`src/rtl/unxorer_pkg.sv`:
```
// Shared constants for the unxorer stream decoder and its optional output checker.
package unxorer_pkg;

    localparam int LP_WIDTH        = 4;
    localparam int ERR_COUNT_WIDTH = 16;

    localparam logic [ERR_COUNT_WIDTH-1:0] ERR_COUNT_MAX = '1;

endpackage : unxorer_pkg

```
`src/rtl/unxorer_checker.sv`:
```
// Output checker: compares each delivered word against a free-running expected counter.
// Compiled only when UNXORER_CHECK_EN is defined.
`ifdef UNXORER_CHECK_EN
module unxorer_checker
    import unxorer_pkg::*;
#(
    parameter int WIDTH = 8
) (
    input  logic                       clk,
    input  logic                       reset,
    input  logic                       hs,
    input  logic [WIDTH-1:0]           data,
    output logic                       err,
    output logic [ERR_COUNT_WIDTH-1:0] err_count
);

    logic [WIDTH-1:0] exp_data;
    logic             mismatch;

    assign mismatch = hs && (data != exp_data);

    always_ff @(posedge clk or posedge reset) begin
        if (reset) begin
            exp_data  <= '0;
            err       <= 1'b0;
            err_count <= '0;
        end else begin
            if (hs) begin
                exp_data <= exp_data + WIDTH'(1);
            end
            if (mismatch) begin
                err <= 1'b1;
                // Saturate rather than wrap so a long-running failure never reads as clean.
                if (err_count != ERR_COUNT_MAX) begin
                    err_count <= err_count + ERR_COUNT_WIDTH'(1);
                end
            end
        end
    end

endmodule : unxorer_checker
`endif

```
`src/rtl/unxorer.sv`:
```
// Two-stage streaming decoder undoing the xorer transform: d = (e - lp) ^ e_prev.
// Optional output checker (o_err, o_err_count) enabled by defining UNXORER_CHECK_EN.
module unxorer
    import unxorer_pkg::*;
#(
    parameter int WIDTH = 8
) (
    input  logic                       clk,
    input  logic                       reset,
    input  logic                       i_valid,
    output logic                       o_ready,
    input  logic [WIDTH-1:0]           i_data,
    input  logic [LP_WIDTH-1:0]        i_lp,
    output logic                       o_valid,
    input  logic                       i_ready,
    output logic [WIDTH-1:0]           o_data
`ifdef UNXORER_CHECK_EN
    ,
    output logic                       o_err,
    output logic [ERR_COUNT_WIDTH-1:0] o_err_count
`endif
);

    logic             en;
    logic             acc;
    logic [WIDTH-1:0] lp_ext;
    logic [WIDTH-1:0] prev;

    logic             s1_valid;
    logic [WIDTH-1:0] s1_diff;
    logic [WIDTH-1:0] s1_prev;

    logic             s2_valid;
    logic [WIDTH-1:0] s2_data;

    // A single global stall: the pipe only freezes when the output beat is blocked.
    assign en      = !(s2_valid && !i_ready);
    assign o_ready = en;
    assign acc     = i_valid && en;

    // Size cast zero-extends for wide words and truncates when WIDTH < LP_WIDTH.
    assign lp_ext = WIDTH'(i_lp);

    // NOTE: every register here uses non-blocking assignment and the async reset
    // clears data as well as valids, so a mid-stream reset leaves no stale words.
    always_ff @(posedge clk or posedge reset) begin
        if (reset) begin
            prev <= '0;
        end else if (acc) begin
            prev <= i_data;
        end
    end

    always_ff @(posedge clk or posedge reset) begin
        if (reset) begin
            s1_valid <= 1'b0;
            s1_diff  <= '0;
            s1_prev  <= '0;
        end else if (en) begin
            s1_valid <= i_valid;
            if (i_valid) begin
                s1_diff <= i_data - lp_ext;
                // prev still holds the previous beat here; its update lands on the same edge.
                s1_prev <= prev;
            end
        end
    end

    always_ff @(posedge clk or posedge reset) begin
        if (reset) begin
            s2_valid <= 1'b0;
            s2_data  <= '0;
        end else if (en) begin
            s2_valid <= s1_valid;
            if (s1_valid) begin
                s2_data <= s1_diff ^ s1_prev;
            end
        end
    end

    assign o_valid = s2_valid;
    assign o_data  = s2_data;

`ifdef UNXORER_CHECK_EN
    unxorer_checker #(
        .WIDTH(WIDTH)
    ) u_checker (
        .clk       (clk),
        .reset     (reset),
        .hs        (s2_valid && i_ready),
        .data      (s2_data),
        .err       (o_err),
        .err_count (o_err_count)
    );
`endif

endmodule : unxorer

```
`config.mk`:
```
export PLATFORM = sky130hd
export DESIGN_NAME = unxorer
export DESIGN_NICKNAME = d
export VERILOG_FILES = /design/src/rtl/unxorer_pkg.sv /design/src/rtl/unxorer_checker.sv /design/src/rtl/unxorer.sv
export SDC_FILE = /design/constraint.sdc
export NUM_CORES = 1
export LEC_CHECK = 0
export CAP_MARGIN = 20
export CELL_PAD_IN_SITES_DETAIL_PLACEMENT = 1
export CELL_PAD_IN_SITES_GLOBAL_PLACEMENT = 1
export CORE_MARGIN = 2
export CORE_UTILIZATION = 35
export CTS_BUF_LIST = sky130_fd_sc_hd__clkbuf_4 sky130_fd_sc_hd__clkbuf_8 sky130_fd_sc_hd__clkbuf_16
export DETAILED_ROUTE_END_ITERATION = 8
export PLACE_DENSITY_LB_ADDON = 0.1
export SLEW_MARGIN = 30
export SYNTH_ARGS = -nofsm -noshare
export SYNTH_HDL_FRONTEND = slang
export SYNTH_HIERARCHICAL = 1
export SYNTH_SLANG_ARGS = --single-unit
```
`constraint.sdc`:
```
create_clock -name clk -period 1.55 [get_ports clk]
set_input_delay 0.2325 -clock clk [delete_from_list [all_inputs] [get_ports clk]]
set_output_delay 0.2325 -clock clk [all_outputs]
set_load 0.1 [all_outputs]
```
* Yosys cells after proc, flatten, opt, wreduce, memory -nomap -nowiden
Index checks and enable logic that the tools add are counted.
** Storage, ports and cells
- Register bits :: 34
- Input port bits :: 16
- Output and inout bits :: 10
- Logic and storage cells :: 15
** Operators by class
- Add/subtract/negate cells :: 1
- Bitwise logic cells :: 2
- Reduce and logical (&&, ||, !) cells :: 6
** Operator list (number)
- subtractor 8 x 4 -> 8 bit :: 1
- XOR 8 bit :: 1
- AND reduction 2 bit :: 2
- logical AND 1 bit :: 2
- zero test 1 bit :: 2
- inverter 1 bit :: 1

* Depth between registers and ports, before layout
- Depth after elaboration :: 4
- Gate-level depth with buffers :: 8
- Mapped depth without buffers :: 8

* Least setup slack after synthesis
Ideal clock, no wire load.
- Kind :: register -> register
- Start :: register s2_valid, in the netlist o_valid
- End :: register s1_prev[2]
- Setup time :: 125 ps
- Data arrival time :: 1873 ps
- Data required time :: 1425 ps
- Setup slack :: -447 ps
- Stages on the path, launching flop included :: 6
- Buffers on the path :: 2
- Period minus slack after synthesis :: 1997 ps
- Path through :: dfrtp_1 nand2b_4 buf_6 nand2_1 buf_4 mux2_2
** On the way
- Cells in the longest elaborated chain, start to end :: 3
** Ends and longest elaborated chain
- from (decl) :: line unxorer.sv:33 : logic s2_valid;
- from (signal assigned) :: line unxorer.sv:74 : s2_valid <= s1_valid;
- logical AND 1 bit :: line unxorer.sv:37 : assign en = !(s2_valid && !i_ready);
- inverter 1 bit (no source line)
- AND reduction 2 bit (no source line)
- to (signal assigned) :: line unxorer.sv:64 : s1_prev <= prev;
- to (decl) :: line unxorer.sv:31 : logic [WIDTH-1:0] s1_prev;
Every way passes these cells.
A chain may end at the register's enable or synchronous reset.

* Worst setup path in the final report
- Start :: input i_lp[2]
- End :: register s1_diff[4]
** On the way
- Cells in the longest elaborated chain, start to end :: 1
** Ends and longest elaborated chain
- from (decl) :: line unxorer.sv:13 : input logic [LP_WIDTH-1:0] i_lp,
- subtractor 8 x 4 -> 8 bit :: line unxorer.sv:62 : s1_diff <= i_data - lp_ext;
- to (signal assigned) :: line unxorer.sv:62
- to (decl) :: line unxorer.sv:30 : logic [WIDTH-1:0] s1_diff;
Every way passes these cells.

==> run summary <==
outcome - finished, final reports clean
clock share of power - 17.4%
DRT Pass-1 Iters - 4
routed wire length - 3540 µm
Slew Limit Fails - 0
Setup crit end kind - register
placed cells - 224
post-synth cell types - 28
nature of the critical path startpoint - input port
ys flop type - dfrtp_1
final antenna-violating net count - 0
internal power - 0.00231 W
area of the die - 5050 µm²
worst vdd ir - 0.857 mV
CTS Buf Count - 5
total global routing overflow - 0
H-tree lvl count - 2
clock root buffer - clkbuf_8
overall power - 0.00399 W
NumNets Final - 202
minimum clock period - 1.48 ns
GRT Util Overall - 15.7%
hold_buf cts - 0
combinational power share - 48.6%
final worst-path cycle share - 95.6%
Worst Path Max Fanout - 3
sw frac - 42.1%
clock skew - 0.00366 ns
Antenna Cells - 0
Residual DRC - 0
Area Growth Syn to Fin - 47.7%
vias in the first global route - 1244
Vias/cell - 4.78
number of DRC markers in iteration 0 - 33
Pwr Density - 1720 nW/µm²
initial antenna violation count - 0
critical-path cell list - clkdlybuf4s50_1 > inv_1 > ha_4 > buf_4 > a21o_1 > a21oi_2 > xnor2_1 > o21ai_1
Net Sw Power - 0.00168 W
Syn Nets - 159
TritonCTS clock tree - built
FILL cells - 449
Post-synth EDFFs - 0
Setup CP Type - in2reg
hpwl dp - 2450 µm
final setup fails - 0
GPL Wtd Cong - 0.723
first-pass GRT wire length - 6010 µm
Crit path required time - 1.71 ns
Worst-Margin Slew - 0.269 ns
Sequential Power Share - 34.0%
clock latency on the worst-skew pair - 0.28 ns
drt wl/cell - 15.1 µm
Hold Violations, Final - 0
f_max - 675 MHz
Worst R2R Path Depth - 3
layout cells sized above 1 - 37.4%
Synth async-reset ratio - 100%
Leakage - 1.06 nW
CORE AREA - 4350 µm²
Die Ht - 71.0 µm
Worst path slowest cell - clkdlybuf4s50_1
sequential area share after synthesis - 54.1%
Mapped Cells - 138
Slew HR - 82.1%
Worst Hold Class - in2async
Vias - 1119
Yosys reg bits - 34
Max Root-Sink Buffers - 2
Post-Layout Cell Count - 234
Ports - 26
initial core utilization - 36.1%
hold slack final - 0.295 ns
CP arrival - 1.65 ns
max_cap viols - 0
row count - 24
die outline width - 71.0 µm
Avg Inst Size Synth - 11.4 µm²
clk slew on worst S/H paths - 0.07 ns
clock sink total - 34
Port Buf Inserts - 25
warnings from Yosys - 6
cell area after synthesis - 1570 µm²
pin count of the biggest net entering global routing - 35
slowest stage delay, CP - 0.45 ns
==> cell usage after synthesis (2+ instances only) <==
| cell | instances | share of area, % |
|---|---|---|
| a21oi_1 | 10 | 3.2 |
| buf_4 | 2 | 0.95 |
| buf_6 | 2 | 1.4 |
| dfrtp_1 | 34 | 54 |
| ha_1 | 4 | 3.2 |
| inv_1 | 8 | 1.9 |
| mux2_2 | 14 | 10 |
| nand2_1 | 11 | 2.6 |
| nand2b_1 | 2 | 0.80 |
| nand3_1 | 2 | 0.64 |
| nor2_1 | 13 | 3.1 |
| o21ai_0 | 10 | 3.2 |
| xnor2_1 | 11 | 6.1 |
==> layout make-up <==
type,count,area (µm²),share of cell area (%)
Inverter,8,30.0,1.29
Timing Repair Buffer,42,522,22.5
Multi-Input combinational cell,90,756,32.5
Tap cell,52,65.1,2.80
Sequential cell,34,855,36.8
Clock buffer,7,90.1,3.88
Clock inverter,1,5.00,0.216
==> power by group through the flow <==
stage          Combinational (W)  Clock [W]  Sequential, W
6_report                 0.00194   0.000695        0.00136
2_1_floorplan           0.000496          0        0.00206
5_1_grt                  0.00204   0.000757        0.00139
3_3_place_gp             0.00189          0        0.00135
3_5_place_dp             0.00191          0        0.00138
4_1_cts                  0.00193   0.000718        0.00136
==> per-layer routing <==
layer	up-vias	GRT usage (%)	wire, µm
li1	542	-	-
met1	551	20.8	1630
met2	24	24.5	1760
met3	2	4.42	115
met4	0	6.29	34
met5	-	0	0
==> logic make-up after synthesis <==
group                    count (synthesis)  synth area share [%]
flip-flops                              34                  54.1
AND/OR/NAND/NOR                         33                  10.4
AO/OA/AOI/OAI                           26                  9.31
multiplexers                            15                  10.7
buffers and inverters                   14                  4.93
XOR/XNOR                                11                  6.13
adder cells (fa/ha/maj)                  5                  4.46
==> flip-flops by register name, summed over array words and instances, names as in the netlist <==
register	flops
o_data	8
prev	8
s1_diff	8
s1_prev	8
o_valid	1
s1_valid	1
==> timing repair <==
action | in CTS | in global routing
endpoints found under the setup margin | 4 | 4
cloned | 0 | 0
gates resized for setup | 14 | 13
pin swaps | 8 | 10
setup buffers | 1 | 1
==> critical path: cells and delay by family <==
kind,cells,cell delay [ns]
AO/OA/AOI/OAI,3,0.42
XOR/XNOR,1,0.13
adder cells (fa/ha/maj),1,0.21
buffers and inverters,3,0.65
==> path summary, 6_finish.rpt <==
| check | start | to | slack, ns |
|---|---|---|---|
| max | i_lp[2] | s1_diff[4] | 0.07 |
| min | reset | s1_prev[0] | 0.30 |
| max reg2reg | o_valid | prev[1] | 0.21 |
| min reg2reg | s1_valid | o_valid | 0.47 |
| max in group asynchronous | reset | o_valid | 1.06 |
| min in group clk | i_data[3] | prev[3] | 0.31 |
==> cells in the final DEF (no fill, tap or decap), drive strengths merged <==
master	netlist	layout
a211o	1	1
a21boi	1	1
a21o	1	1
a21oi	11	11
a31oi	1	1
and2	2	2
buf	5	27
clkbuf	1	7
clkdlybuf4s50	0	8
clkinv	0	1
dfrtp	34	34
dlygate4sd2	0	3
dlymetal6s2s	0	4
fa	1	1
ha	4	4
inv	8	8
mux2	14	14
mux2i	1	1
nand2	11	11
nand2b	3	3
nand3	2	2
nor2	13	13
nor3	1	1
o21ai	10	10
o31ai	1	1
or3	1	1
xnor2	11	11
==> per-stage QoR <==
step	utilization, %	cell area, µm²	setup TNS (ns)	setup WS [ns]
after floorplan	-	1630	-0.991	-0.0924
after detailed placement	48.8	2120	-2.58	-0.569
after global placement	48.8	2120	-2.11	-0.460
after global routing	53.3	2320	-0.00793	-0.00793
final	53.3	2320	0	0.0689
after CTS	52.0	2260	0	0.00199
(Power assumes the default switching activity.)
==> RTL edit 1, RTL diff (config.mk and constraints unchanged) <==
Set the package constant `LP_WIDTH` to 3 (it was 4).
--- a/src/rtl/unxorer_pkg.sv
+++ b/src/rtl/unxorer_pkg.sv
@@ -1,7 +1,7 @@
 // Shared constants for the unxorer stream decoder and its optional output checker.
 package unxorer_pkg;
 
-    localparam int LP_WIDTH        = 4;
+    localparam int LP_WIDTH        = 3;
     localparam int ERR_COUNT_WIDTH = 16;
 
     localparam logic [ERR_COUNT_WIDTH-1:0] ERR_COUNT_MAX = '1;
Ports: changed (resized i_lp); port bits go from 26 to 25. The function was not compared with the original's and may differ.
==> RTL edit 1 against the unedited design <==
Global-route usage shrank 1.9 points. Sequential cell count is the same. Via count shrank 11%. Design area shrank 6.5%. Non-clock buffer count shrank 6. Wire length shrank 16%. Area after synthesis shrank 0.88%. Setup slack gained 0.043 ns. Total power shrank 2.2%. Critical path type unchanged. Largest cell class unchanged.
==> RTL edit 1: results (changes against the unedited design) <==
Status -> completed
Crit-path max cell delay -> 0.36 ns (-0.09 ns)
Syn nets -> 144 (-9.4%)
WL/cell -> 13.69 um (-9.6%)
Max-cap viol count -> 0 (unchanged)
Initial DRT Pass Iterations -> 4 (unchanged)
Placed cell area -> 2056 um^2 (-3.2%)
Crit path capture -> s1_diff[6]$_DFFE_PP0P_
Switch Pwr -> 1622 uW (-3.6%)
Peak VDD IR -> 0.0006164 V (-28%)
Largest net degree at the start of global routing -> 23 (-34%)
Worst hold slack -> 0.2672 ns (-0.02799 ns)
Post-route insts no fill -> 217 (-7.3%)
Min-Delay Path Class -> input pin to asynchronous set/reset pin
Synth warn -> 6 (unchanged)
Placed instance count -> 208 (-7.1%)
Worst Reg-to-Reg Cells -> 4 (+1)
Synth async-reset ratio -> 100.0% (unchanged)
Diodes inserted -> 0 (unchanged)
Cell family with most CP delay -> adder cells
Post-DP HPWL -> 2.296 mm (-6.5%)
CP Max Fanout -> 2 (-1)
Total track usage -> 13.80% (-1.9 points)
Crit path DAT -> 1.61 ns (-0.04 ns)
H-Tree Depth -> 2 (unchanged)
Netlist cell types -> 21 (-25%)
I/O Buffers -> 24 (-4.0%)
Initial DRC Count -> 17 (-48%)
R2r setup slk -> 0.24 ns (+0.03 ns)
Vias/cell -> 4.585 (-4.1%)
P_leak -> 0.0009926 uW (-6.4%)
Net count, final -> 183 (-9.4%)
Number of global-route vias before repair -> 1127 (-9.4%)
Top post-synthesis cells by area -> dfrtp_1 55%, mux2_4 13%, xnor2_1 5.6%
Initial antenna violation count -> 0 (unchanged)
CP Depth -> 9 (+1)
First-pass GRT wire length -> 5.375 mm (-11%)
Post-synthesis sequential area ratio -> 54.57% (+0.48 points)
Final critical-path share of the clock period -> 92.81% (-2.7 points)
Worst path slowest cell -> fa_2
Avg Inst Size Synth -> 12.47 um^2 (+9.4%)
Reg clk slew, reported paths -> 0.07 ns (about the same)
Clk_lat worst skew -> 0.28 ns (about the same)
RePlAce Congestion -> 0.7118 (-1.5%)
RR Startpoint -> o_valid$_DFFE_PP0N_
Clock skew -> 0.003845 ns (+0.0001866 ns)
Worst-Margin Slew -> 0.2916 ns (+0.02280 ns)
Fraction of layout cells with a size suffix above 1 -> 33.94% (-3.4 points)
Place WS -> -0.5215 ns (+0.04786 ns)
CTS Buf Count -> 5 (unchanged)
Root buffer cell -> clkbuf_8
Top post-synthesis cells by count -> 34 x dfrtp_1, 20 x nand2_1, 16 x o21ai_0
Worst R2R End -> s1_prev[6]$_DFFE_PP0P_
Origin of the worst setup path -> i_data[0]
==> RTL edit 1: cell count changes in the layout (fill, tap and decap cells not counted), sizes merged, moves of 4 or more <==
cell | before | now
buf | 27 | 22
nor2 | 13 | 2
o21ai | 10 | 17
a21oi | 11 | 0
nand2 | 11 | 21
xor2 | 0 | 4
dlymetal6s2s | 4 | 0
==> RTL edit 1: metal layers <==
metal | vias up | track usage [%] | wire length (um)
li1 | 489 | - | -
met1 | 478 | 17.68 | 1403
met2 | 23 | 22.33 | 1403
met3 | 5 | 3.989 | 119
met4 | 0 | 5.031 | 44
met5 | - | 0 | 0
==> RTL edit 1: logic make-up (layout without fill, tap and decap cells) <==
logic type / count (synthesis) / count (layout) / synth area share, %
buf+inv: 10 / 50 / 3.531
flops: 34 / 34 / 54.57
fa+ha+maj: 4 / 4 / 3.692
mux: 16 / 16 / 14.69
simple gates: 29 / 29 / 9.149
xor+xnor: 14 / 14 / 7.865
compound gates: 18 / 18 / 6.501
==> RTL edit 1: power groups by stage <==
stage | sequential (uW) | combinational, uW | clock, uW
after detailed placement | 1380 | 1870 | 0
after CTS | 1360 | 1870 | 721
after global placement | 1350 | 1850 | 0
final | 1350 | 1860 | 693
after floorplan | 2060 | 451 | 0
after global routing | 1380 | 1950 | 755
==> RTL edit 1: what timing repair did <==
action	in CTS	in global routing
hold buffers	0	0
gates resized for setup	9	1
pin swaps	6	3
setup endpoints to repair	4	4
buffers inserted	1	0
==> RTL edit 1: cell type report <==
class	count	area, um^2
repair buffers	36	464.2
clock buffers	7	90.09
inverters	6	22.52
clock inverters	1	5.005
well taps	52	65.06
multi-input cells	81	670.6
fillers	460	2152
flip-flops and latches	34	854.6
==> RTL edit 2, RTL diff (same settings) <==
Made on the original files. Build with the macro `UNXORER_CHECK_EN` defined.
--- a/src/rtl/unxorer_checker.sv
+++ b/src/rtl/unxorer_checker.sv
@@ -1,5 +1,7 @@
 // Output checker: compares each delivered word against a free-running expected counter.
 // Compiled only when UNXORER_CHECK_EN is defined.
+`define UNXORER_CHECK_EN
+
 `ifdef UNXORER_CHECK_EN
 module unxorer_checker
     import unxorer_pkg::*;
Behaviour (old outputs only; new: o_err and o_err_count): unchanged (equiv_simple and equiv_induct, registers matched by name and starting in step).
==> RTL edit 2 against the unedited design <==
The flow now finishes with violations (setup timing). Critical endpoint is now u_checker/err_count[7]$_DFFE_PP0P_. Sequential cell count is 25 higher. Largest power group unchanged. Synthesized cell count up 81%. Global-route usage rose by 3.9 points. Clock power up 130%. Largest cell class unchanged. Area after synthesis up 79%. Total power grew 110%. Design area rose by 100%. Non-clock buffer count up 72. Highest routed layer unchanged. Wire length rose by 140%. Setup slack lost 0.40 ns.
==> RTL edit 2: results (changes against the unedited design) <==
CTS Buf Count -> 9 (+4)
Worst path slowest cell -> dfrtp_4
P_leak -> 0.002108 uW (+99%)
Post-DRT Antenna Nets -> 0 (unchanged)
Netlist cell types -> 42 (+50%)
Status -> finished, violations left
Initial antenna violation count -> 0 (unchanged)
Slew margin rel. -> 77.56% (-4.5 points)
Clock Tree Buf Depth -> 2 (unchanged)
Post-route insts no fill -> 473 (+100%)
Number of global-route vias before repair -> 2509 (+100%)
Reg clk slew, reported paths -> 0.07 ns (about the same)
Post-synthesis sequential area ratio -> 52.40% (-1.7 points)
Total track usage -> 19.58% (+3.9 points)
Largest register FFs -> 16
CP Max Fanout -> 5 (+2)
Min-Delay Path Class -> input pin to asynchronous set/reset pin
Net count, final -> 389 (+93%)
Peak VDD IR -> 0.0007120 V (-17%)
Worst Setup Slack, final -> -0.3279 ns (-0.3968 ns)
Clock skew -> 0.01173 ns (+0.008075 ns)
Largest Register -> u_checker/err_count
Avg Inst Size Synth -> 11.27 um^2 (-1.1%)
Post-DP HPWL -> 5.225 mm (+110%)
Syn nets -> 273 (+72%)
Placed instance count -> 447 (+100%)
Cell family with most CP delay -> simple AND/OR/NAND/NOR gates
RePlAce Congestion -> 0.7568 (+4.7%)
Initial DRC Count -> 37 (+12%)
PostCTS Resize Cnt -> 29 (+15)
Vias/cell -> 4.837 (+1.2%)
Sw frac -> 41.67% (-0.47 points)
Finish-stage setup viols -> 16 (+16)
Crit path DAT -> 2.12 ns (+0.47 ns)
Post CTS Setup Buffer Count -> 6 (+5)
First-pass GRT wire length -> 13.07 mm (+120%)
Top post-synthesis cells by count -> 59 x dfrtp_1, 24 x xnor2_1, 20 x nand2_1
Crit-path max cell delay -> 0.45 ns (about the same)
Clk_lat worst skew -> 0.34 ns (+0.06 ns)
Failing checks -> setup timing
Root buffer cell -> clkbuf_8
Setup TNS -> -4.807 ns (-4.807 ns)
Top post-synthesis cells by area -> dfrtp_1 52%, xnor2_1 7.5%, mux2_2 6.4%
H-Tree Depth -> 3 (+1)
Routed WL -> 8.397 mm (+140%)
Fraction of layout cells with a size suffix above 1 -> 52.83% (+15 points)
I/O Buffers -> 42 (+68%)
==> RTL edit 2: changes by cell type after synthesis, sizes merged, moves of 6 or more <==
| cell | change |
|---|---|
| dfrtp | +25 |
| nor3 | +8 |
| nand4 | +8 |
| xor2 | +16 |
| nand2 | +10 |
| nor4 | +6 |
| xnor2 | +13 |
==> RTL edit 2: final cells by class <==
| type | instances | area, um^2 |
|---|---|---|
| inverters | 11 | 41.29 |
| fillers | 806 | 3043 |
| well taps | 102 | 127.6 |
| flip-flops and latches | 59 | 1543 |
| clock inverters | 4 | 73.82 |
| clock buffers | 12 | 152.6 |
| repair buffers | 114 | 1285 |
| multi-input cells | 171 | 1501 |
==> RTL edit 2: kinds of logic after synthesis <==
group	share of synthesized area [%]
AND/OR/NAND/NOR	15.45
flip-flops	52.40
XOR/XNOR	12.43
AO/OA/AOI/OAI	5.374
buffers and inverters	3.819
multiplexers	7.149
adder cells (fa/ha/maj)	3.375
==> RTL edit 2: power by group through the flow <==
stage / logic, uW / registers [uW] / clock network, uW
2_1_floorplan: 931 / 3810 / 0
3_3_place_gp: 3940 / 2390 / 0
3_5_place_dp: 4020 / 2410 / 0
4_1_cts: 4100 / 2390 / 1640
5_1_grt: 4500 / 2500 / 1720
6_report: 4300 / 2450 / 1620
==> RTL edit 2: worst paths after layout <==
path                                                    startpoint                                 end  slack (ns)  cells after the start
worst max-delay path            u_checker/err_count[1]$_DFFE_PP0P_  u_checker/err_count[7]$_DFFE_PP0P_       -0.33                      8
worst min-delay path                                         reset              s1_diff[0]$_DFFE_PP0P_        0.26                      3
worst max register to register  u_checker/err_count[1]$_DFFE_PP0P_  u_checker/err_count[7]$_DFFE_PP0P_       -0.33                      8
worst min register to register                s1_valid$_DFFE_PP0N_                 o_valid$_DFFE_PP0N_        0.46                      2
max in group asynchronous                                    reset  u_checker/err_count[5]$_DFFE_PP0P_        0.98                      3
min in group clk                                           i_lp[0]              s1_diff[0]$_DFFE_PP0P_        0.37                      3
==> RTL edit 2: per-stage QoR <==
step	hold slack [ns]	setup WS, ns	cell area, um^2
floorplan	0.2592	-0.4972	2973
global placement	0.4433	-0.4594	4169
detailed placement	0.4463	-0.5282	4169
CTS	0.2682	-0.2327	4588
global route	0.2970	-0.4076	4725
finish	0.2630	-0.3279	4725
==> RTL edit 2: worst reg2reg max path, delay by kind of cell, from the launching register on <==
kind	cells	cell delay (ns)
XOR/XNOR	1	0.18
buffers and inverters	2	0.31
AND/OR/NAND/NOR	4	0.68
flip-flops	1	0.45
adder cells (fa/ha/maj)	1	0.16
==> RTL edit 2: routing by layer <==
metal	track usage [%]	routed length, um	up-vias
met4	5.435	100	0
li1	-	-	1080
met2	35.00	4684	46
met3	5.136	251	10
met1	23.10	3360	1152
met5	0	0	-
